===== config.mk =====
export PLATFORM = sky130hd
export DESIGN_NAME = axil_adapter_rd
export DESIGN_NICKNAME = d
export VERILOG_FILES = /design/src/rtl/axil_adapter_rd.sv
export SDC_FILE = /design/constraint.sdc
export NUM_CORES = 1
export LEC_CHECK = 0
export BUFFER_PORTS_ARGS = -buffer_cell sky130_fd_sc_hd__buf_4
export CAP_MARGIN = 20
export CORE_ASPECT_RATIO = 1.25
export CORE_MARGIN = 1
export CORE_UTILIZATION = 51
export CTS_BUF_LIST = sky130_fd_sc_hd__clkbuf_4
export DETAILED_ROUTE_END_ITERATION = 12
export PLACE_DENSITY = 0.95
export SYNTH_ARGS = -nofsm -noshare
export SYNTH_HDL_FRONTEND = slang
export SYNTH_SLANG_ARGS = --single-unit

===== constraint.sdc =====
create_clock -name clk -period 7.3 [get_ports clk]
set_input_delay 1.46 -clock clk [delete_from_list [all_inputs] [get_ports clk]]
set_output_delay 1.46 -clock clk [all_outputs]
set_load 0.005 [all_outputs]

===== src/rtl/axil_adapter_rd.sv =====
// -----------------------------------------------------------------------------
// axil_adapter_rd
// AXI4-Lite read-channel data-width adapter. Connects an upstream master
// (s_axil_* slave port) to a downstream slave of a different data width
// (m_axil_* master port).
//   - Same width: each read is forwarded once and the data passed through.
//   - Wider downstream (EXPAND): one downstream read, the upstream-sized lane
//     selected by the address is extracted.
//   - Narrower downstream: one upstream read becomes several sequential
//     downstream reads, assembled into a single upstream response. The
//     response code is the last non-OKAY seen, otherwise OKAY.
// Ports:
//   clk, rst            clock, asynchronous active-high reset
//   s_axil_ar*          upstream read address channel
//   s_axil_r*           upstream read data channel (registered outputs)
//   m_axil_ar*          downstream read address channel (registered outputs)
//   m_axil_r*           downstream read data channel
// All outputs are registered; there is no combinational path between ports.
// -----------------------------------------------------------------------------
module axil_adapter_rd #(
  parameter int ADDR_WIDTH   = 32,
  parameter int S_DATA_WIDTH = 32,
  parameter int S_STRB_WIDTH = S_DATA_WIDTH / 8,
  parameter int M_DATA_WIDTH = 32,
  parameter int M_STRB_WIDTH = M_DATA_WIDTH / 8
) (
  input  logic                    clk,
  input  logic                    rst,

  input  logic [ADDR_WIDTH-1:0]   s_axil_araddr,
  input  logic [2:0]              s_axil_arprot,
  input  logic                    s_axil_arvalid,
  output logic                    s_axil_arready,
  output logic [S_DATA_WIDTH-1:0] s_axil_rdata,
  output logic [1:0]              s_axil_rresp,
  output logic                    s_axil_rvalid,
  input  logic                    s_axil_rready,

  output logic [ADDR_WIDTH-1:0]   m_axil_araddr,
  output logic [2:0]              m_axil_arprot,
  output logic                    m_axil_arvalid,
  input  logic                    m_axil_arready,
  input  logic [M_DATA_WIDTH-1:0] m_axil_rdata,
  input  logic [1:0]              m_axil_rresp,
  input  logic                    m_axil_rvalid,
  output logic                    m_axil_rready
);

  localparam int  S_OFF     = $clog2(S_STRB_WIDTH);
  localparam int  M_OFF     = $clog2(M_STRB_WIDTH);
  localparam bit  EXPAND    = (M_STRB_WIDTH > S_STRB_WIDTH);
  localparam bit  NARROW    = (S_STRB_WIDTH > M_STRB_WIDTH);
  localparam int  SEG_COUNT = EXPAND ? (M_STRB_WIDTH / S_STRB_WIDTH) : (S_STRB_WIDTH / M_STRB_WIDTH);
  localparam int  SEG_DW    = EXPAND ? S_DATA_WIDTH : M_DATA_WIDTH;
  localparam int  SEG_W     = (SEG_COUNT > 1) ? $clog2(SEG_COUNT) : 1;
  // Segments in the upstream word (assembly) and in the downstream word (lane pick)
  localparam int  ASM_SEGS  = S_DATA_WIDTH / SEG_DW;
  localparam int  EXT_SEGS  = M_DATA_WIDTH / SEG_DW;

  localparam logic [1:0] RESP_OKAY = 2'b00;

  if ((S_STRB_WIDTH & (S_STRB_WIDTH - 1)) != 0) begin : g_bad_s_strb
    $error("axil_adapter_rd: S_STRB_WIDTH must be a power of two");
  end
  if ((M_STRB_WIDTH & (M_STRB_WIDTH - 1)) != 0) begin : g_bad_m_strb
    $error("axil_adapter_rd: M_STRB_WIDTH must be a power of two");
  end
  if ((S_DATA_WIDTH / S_STRB_WIDTH) != (M_DATA_WIDTH / M_STRB_WIDTH)) begin : g_bad_word
    $error("axil_adapter_rd: byte-lane size must match on both ports");
  end

  typedef enum logic [0:0] {
    ST_IDLE = 1'b0,
    ST_DATA = 1'b1
  } state_t;

  state_t                  state_r;
  logic                    s_arready_r;
  logic [S_DATA_WIDTH-1:0] s_rdata_r;
  logic [1:0]              s_rresp_r;
  logic                    s_rvalid_r;
  logic [ADDR_WIDTH-1:0]   m_araddr_r;
  logic [2:0]              m_arprot_r;
  logic                    m_arvalid_r;
  logic                    m_rready_r;
  logic [SEG_W-1:0]        seg_r;
  logic [S_DATA_WIDTH-1:0] asm_r;
  logic [1:0]              resp_r;

  logic [SEG_W-1:0]        lane_s;
  logic [SEG_DW-1:0]       lane_data_s;
  logic [S_DATA_WIDTH-1:0] ext_rdata_s;
  logic [SEG_W-1:0]        start_seg_s;
  logic [S_DATA_WIDTH-1:0] asm_next_s;
  logic [1:0]              resp_next_s;
  logic                    seg_last_s;
  logic [ADDR_WIDTH-1:0]   next_addr_s;

  assign s_axil_arready = s_arready_r;
  assign s_axil_rdata   = s_rdata_r;
  assign s_axil_rresp   = s_rresp_r;
  assign s_axil_rvalid  = s_rvalid_r;
  assign m_axil_araddr  = m_araddr_r;
  assign m_axil_arprot  = m_arprot_r;
  assign m_axil_arvalid = m_arvalid_r;
  assign m_axil_rready  = m_rready_r;

  // Datapath helpers: lane extraction, segment assembly, response merge, next address
  always_comb begin
    // Lane of the wide downstream word holding the requested upstream word
    if (EXPAND) begin
      lane_s = SEG_W'(m_araddr_r >> S_OFF);
    end else begin
      lane_s = {SEG_W{1'b0}};
    end

    lane_data_s = {SEG_DW{1'b0}};
    for (int i = 0; i < EXT_SEGS; i++) begin
      lane_data_s = lane_data_s |
                    ((lane_s == SEG_W'(i)) ? m_axil_rdata[i*SEG_DW +: SEG_DW] : {SEG_DW{1'b0}});
    end
    ext_rdata_s = S_DATA_WIDTH'(lane_data_s);

    // First segment an unaligned narrow read starts at; lower segments stay zero
    if (NARROW) begin
      start_seg_s = SEG_W'(s_axil_araddr >> M_OFF);
    end else begin
      start_seg_s = {SEG_W{1'b0}};
    end

    for (int i = 0; i < ASM_SEGS; i++) begin
      asm_next_s[i*SEG_DW +: SEG_DW] = (seg_r == SEG_W'(i)) ? m_axil_rdata[SEG_DW-1:0]
                                                            : asm_r[i*SEG_DW +: SEG_DW];
    end

    // Last non-OKAY response wins
    resp_next_s = (m_axil_rresp != RESP_OKAY) ? m_axil_rresp : resp_r;
    seg_last_s  = (seg_r == SEG_W'(SEG_COUNT - 1));
    next_addr_s = (m_araddr_r & ~ADDR_WIDTH'(M_STRB_WIDTH - 1)) + ADDR_WIDTH'(M_STRB_WIDTH);
  end

  // Control FSM with all port outputs registered
  always_ff @(posedge clk or posedge rst) begin
    if (rst) begin
      state_r     <= ST_IDLE;
      s_arready_r <= 1'b0;
      s_rdata_r   <= {S_DATA_WIDTH{1'b0}};
      s_rresp_r   <= 2'b00;
      s_rvalid_r  <= 1'b0;
      m_araddr_r  <= {ADDR_WIDTH{1'b0}};
      m_arprot_r  <= 3'b000;
      m_arvalid_r <= 1'b0;
      m_rready_r  <= 1'b0;
      seg_r       <= {SEG_W{1'b0}};
      asm_r       <= {S_DATA_WIDTH{1'b0}};
      resp_r      <= 2'b00;
    end else begin
      m_arvalid_r <= m_arvalid_r && !m_axil_arready;
      s_rvalid_r  <= s_rvalid_r && !s_axil_rready;
      s_arready_r <= 1'b0;
      m_rready_r  <= 1'b0;

      case (state_r)
        ST_IDLE: begin
          s_arready_r <= !m_arvalid_r;
          if (s_axil_arready && s_axil_arvalid) begin
            s_arready_r <= 1'b0;
            m_araddr_r  <= s_axil_araddr;
            m_arprot_r  <= s_axil_arprot;
            m_arvalid_r <= 1'b1;
            // A still-pending upstream response blocks the downstream R channel
            m_rready_r  <= !s_rvalid_r;
            seg_r       <= start_seg_s;
            asm_r       <= {S_DATA_WIDTH{1'b0}};
            resp_r      <= RESP_OKAY;
            state_r     <= ST_DATA;
          end
        end

        ST_DATA: begin
          m_rready_r <= !s_rvalid_r;
          if (m_rready_r && m_axil_rvalid) begin
            if (NARROW) begin
              asm_r  <= asm_next_s;
              resp_r <= resp_next_s;
              if (seg_last_s) begin
                s_rdata_r   <= asm_next_s;
                s_rresp_r   <= resp_next_s;
                s_rvalid_r  <= 1'b1;
                m_rready_r  <= 1'b0;
                s_arready_r <= !m_arvalid_r;
                state_r     <= ST_IDLE;
              end else begin
                seg_r       <= seg_r + SEG_W'(1);
                m_araddr_r  <= next_addr_s;
                m_arvalid_r <= 1'b1;
              end
            end else begin
              s_rdata_r   <= ext_rdata_s;
              s_rresp_r   <= m_axil_rresp;
              s_rvalid_r  <= 1'b1;
              m_rready_r  <= 1'b0;
              s_arready_r <= !m_arvalid_r;
              state_r     <= ST_IDLE;
            end
          end
        end

        default: begin
          state_r <= ST_IDLE;
        end
      endcase
    end
  end

endmodule


==> flow_summary_export.csv <==
group,metric,value,unit
critical_path,cp_slowest_cell,"dfrtp_1",
global_routing,gr-total-overflow,0,
clocking,clkLatencyLatePin,0.39,ns
routing,routed_wl,6270,um
place,gp_congestion,0.741,
critical_path,critPathKind,"flop to output pin",
clocking,cts_buffers,9,
cells_and_area,synthToLayoutAreaGrowth,41.6,%
critical_path,critPathRequiredTime,5.84,ns
clocking,h-tree-depth,3,
routing,wl_met2,3270,um
critical_path,worstSetupStartpointType,"flop",
clocking,root_buffer,"clkbuf_4",
global_routing,grt_max_degree,75,
yosys,synth_area,2980,sq um
place,hpwlAfterDp,4530,um
yosys,syn_nets,237,
routing,first_pass_iters,4,
cells_and_area,drive_above_1_share,73.7,%
cells_and_area,final-instance-count-excl-fill,383,
power,power_density,423,nW/um^2
clocking,cts.repair.resized,0,
yosys,synthTopCellsByArea,"dfrtp_1 (62%), mux2_4 (23%), mux2_2 (9.1%)",
routing,wl_met3,395,um
floorplan,core.rowCount,30,
critical_path,cp.arrival,0.96,ns
routing,drtIter0Drc,64,
place,io_buffers,147,
routing,via_count,1883,
routing,topRoutingLayerUsed,"met4",
place,placed_cell_area,4060,sq um
floorplan,core_area,5520,sq um
run,cap_viol_max_count,0,
timing,worst_pin_slew,0.912,ns
power,peakVddDrop,0.000343,V
timing,rsz0062_at_grt,"no",
critical_path,r2r-start,"s_axil_arready$_DFF_PP0_",
cells_and_area,final_cell_mix,"buf_4 (149), dfrtp_1 (74), mux2_4 (45), mux2_2 (24), clkbuf_4 (10)",
floorplan,io_pins,148,
clocking,tritoncts,"built",
yosys,syn_area_per_cell,18.4,sq um
timing,slew_violations,0,
timing,max_freq,0.412,GHz
critical_path,startpoint,"s_axil_arready$_DFF_PP0_",
cells_and_area,antenna_cells,0,
clocking,cts.path.max_buffers,2,
routing,postRouteAntennaNets,0,
min_path,min_from,"s_axil_rvalid$_DFF_PP0_",
yosys,synth_cells,162,
yosys,synth_largest_area_cell,"dfrtp_1",
power,p_leak,2.20,nW
global_routing,grt_pass1_vias,1980,
min_path,hold_path.class,"flop to flop",
timing,slew_headroom,39.2,%
floorplan,dieArea,6150,sq um
timing,finalCritPeriodShare,33.2,%
critical_path,crit_buf_inv,1,
clocking,clk_pin_slew_worst_paths,0.11,ns
critical_path,cp_top_family,"flip-flops",
global_routing,track_usage,21.3,%
timing,setup_viol,0,
routing,wire_per_inst,16.4,um
yosys,yosysSeqAreaShare,62.2,%
critical_path,endpoint_kind,"output pin",
timing,finalHoldViolCount,0,
cells_and_area,nets,389,
cells_and_area,layout_commonest_cell,"buf_4",
routing,wl_met1,2510,um
clocking,cts.sink_count,74,
routing,drc,0,
critical_path,crit_fanout,3,
critical_path,worstPathCellList,"buf_4",
critical_path,slowest_delay,0.43,ns
global_routing,antenna_found_initial,0,
place,placedCellCount,367,
floorplan,fp.dieW,70.3,um
yosys,ys_types,16,
timing,period_needed,2.42,ns
timing,finalSetupTns,0,ns
global_routing,grt_pass1_wl,9940,um
timing,fin_hold_ws,0.496,ns
yosys,ys_warn_count,0,
floorplan,start_util,54.0,%
clocking,cts_hold_buf,0,
yosys,synth_top_area_share,62.2,%
yosys,ys_ff_latch,74,
cells_and_area,final_area,4220,sq um
timing,fin_skew,0.0111,ns
clocking,post_cts_buffers,0,
routing,vias_per_cell,4.92,
outcome,status,"complete, no violations",
floorplan,fp.dieH,87.4,um
==> worst paths after layout <==
kind / endpoint / slack, ns / depth (start not counted)
setup / recovery: s_axil_arready / 4.88 / 1
hold / removal: m_axil_rready$_DFF_PP0_ / 0.50 / 1
setup reg to reg: m_axil_araddr[0]$_DFFE_PP0P_ / 5.74 / 3
hold reg to reg: m_axil_rready$_DFF_PP0_ / 0.50 / 1
max in group asynchronous: m_axil_araddr[25]$_DFFE_PP0P_ / 5.37 / 3
min in group asynchronous: s_axil_rdata[14]$_DFFE_PP0P_ / 1.34 / 3
==> layer usage <==
metal | global-route usage [%] | vias to the layer above
met4 | 9.45 | 0
met3 | 4.17 | 11
met1 | 26.8 | 921
met5 | 0 | -
met2 | 35.8 | 88
li1 | - | 863
==> synthesized netlist by cell type <==
library cell	n
buf_8	1
nor2_1	1
nand3b_1	1
mux2_4	45
o21ai_0	1
a21o_1	1
buf_4	1
inv_1	3
mux2_2	24
nor3_1	1
o21a_1	1
and3_4	1
buf_12	3
dfrtp_1	74
buf_6	3
a21oi_1	1
==> worst reg2reg max path: stages, from the launching register on <==
cell and delay, ns:
dfrtp_1 0.43, nand3b_1 0.10, buf_4 0.50, mux2_2 0.41
==> logic make-up after synthesis <==
family / synth area share [%]
flip-flops: 62.2
multiplexers: 31.8
buffers and inverters: 4.29
AO/OA/AOI/OAI: 0.840
AND/OR/NAND/NOR: 0.924
==> per-stage QoR <==
stage	power (mW)	util (%)	worst slack, ns
after floorplan	1.13	-	3.96
after global placement	1.49	73.6	4.63
after detailed placement	1.52	73.6	4.60
after CTS	1.80	76.4	4.86
after global routing	1.88	76.4	4.83
final	1.78	76.4	4.88
==> layout make-up <==
| cell class | instances | area [sq um] |
|---|---|---|
| Multi-Input combinational cell | 77 | 998 |
| Fill cell | 353 | 1300 |
| Timing Repair Buffer | 149 | 1120 |
| Clock buffer | 10 | 75.1 |
| Tap cell | 64 | 80.1 |
| Sequential cell | 74 | 1850 |
| Inverter | 3 | 11.3 |
| Clock inverter | 6 | 81.3 |
==> flip-flops by register name (all words and copies together) (netlist names) <==
register	count
m_axil_araddr	32
s_axil_rdata	32
m_axil_arprot	3
s_axil_rresp	2
m_axil_arvalid	1
m_axil_rready	1
s_axil_arready	1
s_axil_rvalid	1
state_r	1
==> power breakdown <==
part | total (mW) | internal (mW) | switching (mW)
combinational | 0.766 | 0.537 | 0.229
clock | 0.275 | 0.141 | 0.135
sequential | 0.742 | 0.618 | 0.124
(Power assumes the default switching activity.)
